File: config.mk
export PLATFORM = sky130hd
export DESIGN_NAME = smem_issue_scheduler
export DESIGN_NICKNAME = d
export VERILOG_FILES = /design/src/rtl/smem_pkg.sv /design/src/rtl/smem_inflight_cnt.sv /design/src/rtl/smem_issue_scheduler.sv
export SDC_FILE = /design/constraint.sdc
export NUM_CORES = 1
export LEC_CHECK = 0
export BUFFER_PORTS_ARGS = -buffer_cell sky130_fd_sc_hd__buf_2
export CAP_MARGIN = 20
export CORE_MARGIN = 4
export CORE_UTILIZATION = 40
export DETAILED_ROUTE_END_ITERATION = 10
export PLACE_DENSITY_LB_ADDON = 0.05
export SLEW_MARGIN = 5
export SYNTH_ARGS = -nofsm -noshare
export SYNTH_HDL_FRONTEND = slang
export SYNTH_SLANG_ARGS = --single-unit
File: constraint.sdc
create_clock -name Clk_32UI -period 3.3 [get_ports Clk_32UI]
set_clock_uncertainty 0.1 [all_clocks]
set_input_delay 0.495 -clock Clk_32UI [delete_from_list [all_inputs] [get_ports Clk_32UI]]
set_output_delay 0.495 -clock Clk_32UI [all_outputs]
set_load 0.05 [all_outputs]
File: src/rtl/smem_pkg.sv
// Shared types and encodings for the shared-memory issue scheduler.
package smem_pkg;

  typedef enum logic [2:0] {
    S_IDLE,
    S_WAIT_LOAD,
    S_RUN,
    S_DRAIN,
    S_DONE
  } state_e;

  localparam logic [1:0] SEL_BUBBLE = 2'b00;
  localparam logic [1:0] SEL_RECIRC = 2'b01;
  localparam logic [1:0] SEL_NEW    = 2'b10;

  localparam logic [5:0] BUBBLE = 6'b110000;

  function automatic logic is_issuing(state_e s);
    return (s == S_RUN) || (s == S_DRAIN);
  endfunction

endpackage

File: src/rtl/smem_inflight_cnt.sv
// Resident-read up/down counter; a decrement at zero saturates and raises a sticky error.
module smem_inflight_cnt #(
  parameter int W = 9
) (
  input  logic         Clk_32UI,
  input  logic         reset_n,
  input  logic         clr_i,
  input  logic         inc_i,
  input  logic         dec_i,
  output logic [W-1:0] cnt_o,
  output logic         err_o
);

  logic [W-1:0] cnt_q, cnt_d;
  logic         err_q, err_d;

  always_comb begin
    cnt_d = cnt_q;
    err_d = err_q;
    if (clr_i) begin
      cnt_d = '0;
    end else if (inc_i && !dec_i) begin
      cnt_d = cnt_q + W'(1);
    end else if (dec_i && !inc_i) begin
      if (cnt_q == '0) err_d = 1'b1;
      else             cnt_d = cnt_q - W'(1);
    end
  end

  always_ff @(posedge Clk_32UI) begin
    if (!reset_n) begin
      cnt_q <= '0;
      err_q <= 1'b0;
    end else begin
      cnt_q <= cnt_d;
      err_q <= err_d;
    end
  end

  assign cnt_o = cnt_q;
  assign err_o = err_q;

endmodule

File: src/rtl/smem_issue_scheduler.sv
// Batch issue scheduler: recirculates memory responses ahead of new-read injection.
// Optional bubble performance counter enabled by SMEM_SCHED_PERF_EN.
module smem_issue_scheduler
  import smem_pkg::*;
#(
  parameter int MAX_INFLIGHT = 256
) (
  input  logic        Clk_32UI,
  input  logic        reset_n,
  input  logic        stall,
  input  logic        start,
  input  logic [9:0]  total_reads,
  input  logic        load_done,
  input  logic        mem_resp_valid,
  output logic        mem_resp_pop,
  input  logic        new_read_valid,
  output logic        new_read,
  input  logic        read_retire,
  output logic [1:0]  issue_sel,
  output logic [8:0]  inflight,
  output logic        busy,
  output logic        batch_done,
  output logic        err_underflow,
  output logic [31:0] perf_bubble_cnt
);

  localparam logic [8:0] MAX_Q = 9'(MAX_INFLIGHT);

  state_e     state_q, state_d;
  logic [9:0] total_q, total_d;
  logic [9:0] inj_q, inj_d;
  logic [1:0] sel_q, sel_d;
  logic       start_acc;
  logic       can_inject;

  assign start_acc  = (state_q == S_IDLE) && start;
  assign can_inject = (inj_q < total_q) && (inflight < MAX_Q);

  always_comb begin
    state_d      = state_q;
    total_d      = total_q;
    inj_d        = inj_q;
    mem_resp_pop = 1'b0;
    new_read     = 1'b0;
    case (state_q)
      S_IDLE: if (start) begin
        total_d = total_reads;
        inj_d   = '0;
        state_d = S_WAIT_LOAD;
      end
      S_WAIT_LOAD: if (load_done) state_d = S_RUN;
      S_RUN: begin
        if (!stall) begin
          if (mem_resp_valid) begin
            mem_resp_pop = 1'b1;
          end else if (new_read_valid && can_inject) begin
            new_read = 1'b1;
            inj_d    = inj_q + 10'd1;
          end
        end
        if (inj_q == total_q) state_d = S_DRAIN;
      end
      S_DRAIN: begin
        if (!stall && mem_resp_valid) mem_resp_pop = 1'b1;
        if (inflight == '0 && !mem_resp_valid) state_d = S_DONE;
      end
      S_DONE:  state_d = S_IDLE;
      default: state_d = S_IDLE;
    endcase
  end

  // Slot type lands one cycle after the decision; forced to bubble once issuing ends.
  always_comb begin
    sel_d = SEL_BUBBLE;
    if (is_issuing(state_q) && is_issuing(state_d)) begin
      if (stall)             sel_d = sel_q;
      else if (mem_resp_pop) sel_d = SEL_RECIRC;
      else if (new_read)     sel_d = SEL_NEW;
    end
  end

  always_ff @(posedge Clk_32UI) begin
    if (!reset_n) begin
      state_q <= S_IDLE;
      total_q <= '0;
      inj_q   <= '0;
      sel_q   <= SEL_BUBBLE;
    end else begin
      state_q <= state_d;
      total_q <= total_d;
      inj_q   <= inj_d;
      sel_q   <= sel_d;
    end
  end

  smem_inflight_cnt #(.W(9)) u_inflight (
    .Clk_32UI (Clk_32UI),
    .reset_n  (reset_n),
    .clr_i    (start_acc),
    .inc_i    (new_read),
    .dec_i    (read_retire),
    .cnt_o    (inflight),
    .err_o    (err_underflow)
  );

`ifdef SMEM_SCHED_PERF_EN
  logic [31:0] perf_q, perf_d;

  always_comb begin
    perf_d = perf_q;
    if (start_acc)
      perf_d = '0;
    else if (state_q == S_RUN && !stall && !mem_resp_pop && !new_read && perf_q != 32'hFFFF_FFFF)
      perf_d = perf_q + 32'd1;
  end

  always_ff @(posedge Clk_32UI) begin
    if (!reset_n) perf_q <= '0;
    else          perf_q <= perf_d;
  end

  assign perf_bubble_cnt = perf_q;
`else
  assign perf_bubble_cnt = '0;
`endif

  assign issue_sel  = sel_q;
  assign busy       = (state_q != S_IDLE);
  assign batch_done = (state_q == S_DONE);

endmodule
==> results_dict.tcl <==
set metrics [dict create \
    status "complete, no violations" \
    fin_crit_sh_pct 98.32 \
    rsz0062_at_grt "true" \
    synthFlopType "dfxtp_1" \
    yosysTopAreaCell "dfxtp_1" \
    hpwlAfterDp_um 4166 \
    path_delay_family "compound AO/OA/AOI/OAI gates" \
    cp-end-kind "flip-flop" \
    startpoint_type "flip-flop" \
    drc 0 \
    grt_max_degree 18 \
    numCtsBuffers 5 \
    cts_tree "yes" \
    worst_slew_pin_slew_ns 0.6708 \
    dp_cells 408 \
    finalNetCount 386 \
    fmax_mhz 308.2 \
    p_sw_w 0.0009678 \
    synth.distinct_cells 46 \
    critPathRequiredTime_ns 3.40 \
    leakagePower_nw 1.247 \
    grt_pass1_wl_um 8549 \
    place_congestion 0.7670 \
    synthToLayoutAreaGrowth_pct 25.78 \
    synth-seq-cells 35 \
    rows 27 \
    ctsHoldBuffers 0 \
    netlist_instances 292 \
    r2r_cells 17 \
    ys_async_sr_fraction_pct 0 \
    grt-ovfl-total 0 \
    coreArea_mm2 0.005608 \
    yosysSeqAreaShare_pct 29.77 \
    combPwrFrac_pct 57.6 \
    routed_wirelength_um 5434 \
    port_buffers 33 \
    drt_iter0_markers 80 \
    crit_slowest_cell "dfxtp_1" \
    maxCapViolations 0 \
    viasPerCell 4.705 \
    power_density_mw_per_mm2 723.2 \
    fin_crit_ns 3.245 \
    final_hold_viol_count 0 \
    setup_tns_ns 0 \
    timing.hold.ws_ns 0.3526 \
    vias 1976 \
    ys_warn_count 0 \
    wl_per_cell_um 12.94 \
    cp_max_fo 5 \
    cp.arrival_ns 3.35 \
    cp.depth 17 \
    internal-power_w 0.001173 \
    first_global_vias 1740 \
    diodes 0 \
    clock_latency_ns 0.28 \
    synth_area_leaders "dfxtp_1 (30%), ha_1 (11%), buf_4 (10%)" \
    die_y_um 84.71 \
    cts_buffer_depth 2 \
    peakVddDrop_uv 502.8 \
    final_cell_area_mm2 0.002960 \
    r2r-start "total_q[7]" \
    dieWidth_um 84.71 \
    r2r_slack_ns 0.06 \
    finalMaxSlewViolations 0 \
    drive_gt1_share_pct 29.89 \
    avgSynthCellArea_um2 8.060 \
    instances_no_fill 420 \
    drt_pass1_iterations 4 \
    pin_count 66 \
    slowest_delay_ns 0.33 \
    cts_sinks 35 \
    die-area_mm2 0.007175 \
    worst_path_most_repeated_cell "ha_4" \
    reg2reg_to "u_inflight.cnt_o[8]" \
    antenna_found_initial 0 \
    slew_headroom_pct 55.17 \
    place_area_mm2 0.002714 \
    start_util_pct 41.97 \
    path_buf_inv 5 \
    cp_cell_sequence "inv_1 > ha_4 > a21oi_2 > o2111ai_1 > a221o_1 > clkinvlp_4 > ha_4 > clkinvlp_4 > buf_12 > buf_12 > ha_4 > or2_4 > a21oi_2 > a31oi_1 > xnor2_1 > or3_1 > a21oi_1" \
    path_class "flip-flop to flip-flop" \
    cp-startpoint "total_q[7]" \
    fillCellCount 546 \
    final_antenna_net_count 0 \
    setup_viol 0 \
    min_path_type "input pin to flip-flop" \
    sw_frac_of_total_pct 45.21 \
    synth_edf_count 0 \
    power.share.sequential_pct 26.5 \
    pwr-share-clk_pct 15.9 \
    synth_top_area_share_pct 29.77 \
    cts_htree_levels 2 \
    endpoint "u_inflight.cnt_o[8]" \
    track_usage_pct 14.71 \
    clkTransAtPathRegs_ns 0.07 \
    cts_root_buf "clkbuf_8" \
    post_synth_instance_area_mm2 0.002354 \
]
sequential cells by signal, summed over array words and instances, names as in the netlist:
name and count:
inj_q 10, total_q 10, u_inflight.cnt_o 9, state_q 3, issue_sel 2, u_inflight.err_o 1
cell usage in the layout, fill, tap and decap left out, types with 10 or more instances in the layout:
| cell type | n |
|---|---|
| nand2_1 | 46 |
| buf_2 | 33 |
| conb_1 | 32 |
| dfxtp_1 | 28 |
| buf_4 | 23 |
| inv_1 | 18 |
| a21oi_1 | 16 |
| nor2_1 | 15 |
| ha_4 | 12 |
| a21boi_0 | 11 |
| xnor2_1 | 10 |
Yosys cell counts, types with 4 or more instances:
cell type,instances
inv_1,22
clkbuf_1,5
o21ai_0,7
a21oi_1,21
nand2_1,47
a211oi_1,5
dfxtp_1,35
ha_1,20
a21boi_0,11
buf_4,32
buf_6,4
xnor2_1,10
nor3_1,6
nand3_1,7
nor2_1,15
cell families (layout without fill, tap and decap cells):
kind of cell	Yosys count	after routing	share of synthesized area (%)
adder cells (fa/ha/maj)	21	21	11.48
XOR/XNOR	13	13	4.838
multiplexers	2	2	0.8506
buffers and inverters	63	88	16.43
AO/OA/AOI/OAI	58	58	16.22
other	1	32	0.1593
flip-flops	35	35	29.77
AND/OR/NAND/NOR	99	99	20.26
how the worst min path moves through the flow:
stage | start | to | cells after the start
floorplan | total_q[1] | total_q[1] | 2
global placement | u_inflight.err_o | u_inflight.err_o | 1
detailed placement | u_inflight.err_o | u_inflight.err_o | 1
CTS | total_reads[0] | total_q[0] | 3
global route | total_reads[8] | total_q[8] | 3
finish | total_reads[9] | total_q[9] | 3
cell type report:
class,instances,area [um2],share of cell area (%)
multi-input combinational,225,1593,53.80
sequential,35,709.4,23.96
timing repair buffer,58,377.9,12.76
clock buffer,8,100.1,3.381
inverter,22,90.09,3.043
tap,72,90.09,3.043
power by group through the flow:
stage	clock network (W)	registers (W)	logic, W
2_1_floorplan	0	0.000714	0.000811
3_3_place_gp	0	0.000571	0.00119
3_5_place_dp	0	0.000572	0.00119
4_1_cts	0.000348	0.000562	0.00119
5_1_grt	0.000369	0.000578	0.00135
6_report	0.000340	0.000567	0.00123
metrics by stage:
step                utilization, %  total power, W  setup WS [ns]
floorplan                        -        0.001524       -0.09824
global placement             48.39        0.001765        0.02243
detailed placement           48.39        0.001757      0.0008424
CTS                          50.18        0.002104       0.006008
global route                 52.79        0.002300       -0.09781
finish                       52.79        0.002141        0.05536
per-layer routing:
layer / GRT usage [%] / vias to the layer above / wire length [um]
met5: 0 / - / 0
met3: 3.238 / 7 / 297
met4: 4.317 / 0 / 54
li1: - / 1035 / -
met1: 22.90 / 877 / 2967
met2: 19.79 / 57 / 2114
tightest hold or removal path: cells and delay by family:
family,cells,cell delay [ns]
buf+inv,1,0.10
simple gates,1,0.04
compound gates,1,0.06
timing repair:
action,CTS,global route
pin swaps,1,13
resized for setup,1,20
endpoints found under the setup margin,1,3
setup buffers,0,4
(Power assumes the default switching activity.)
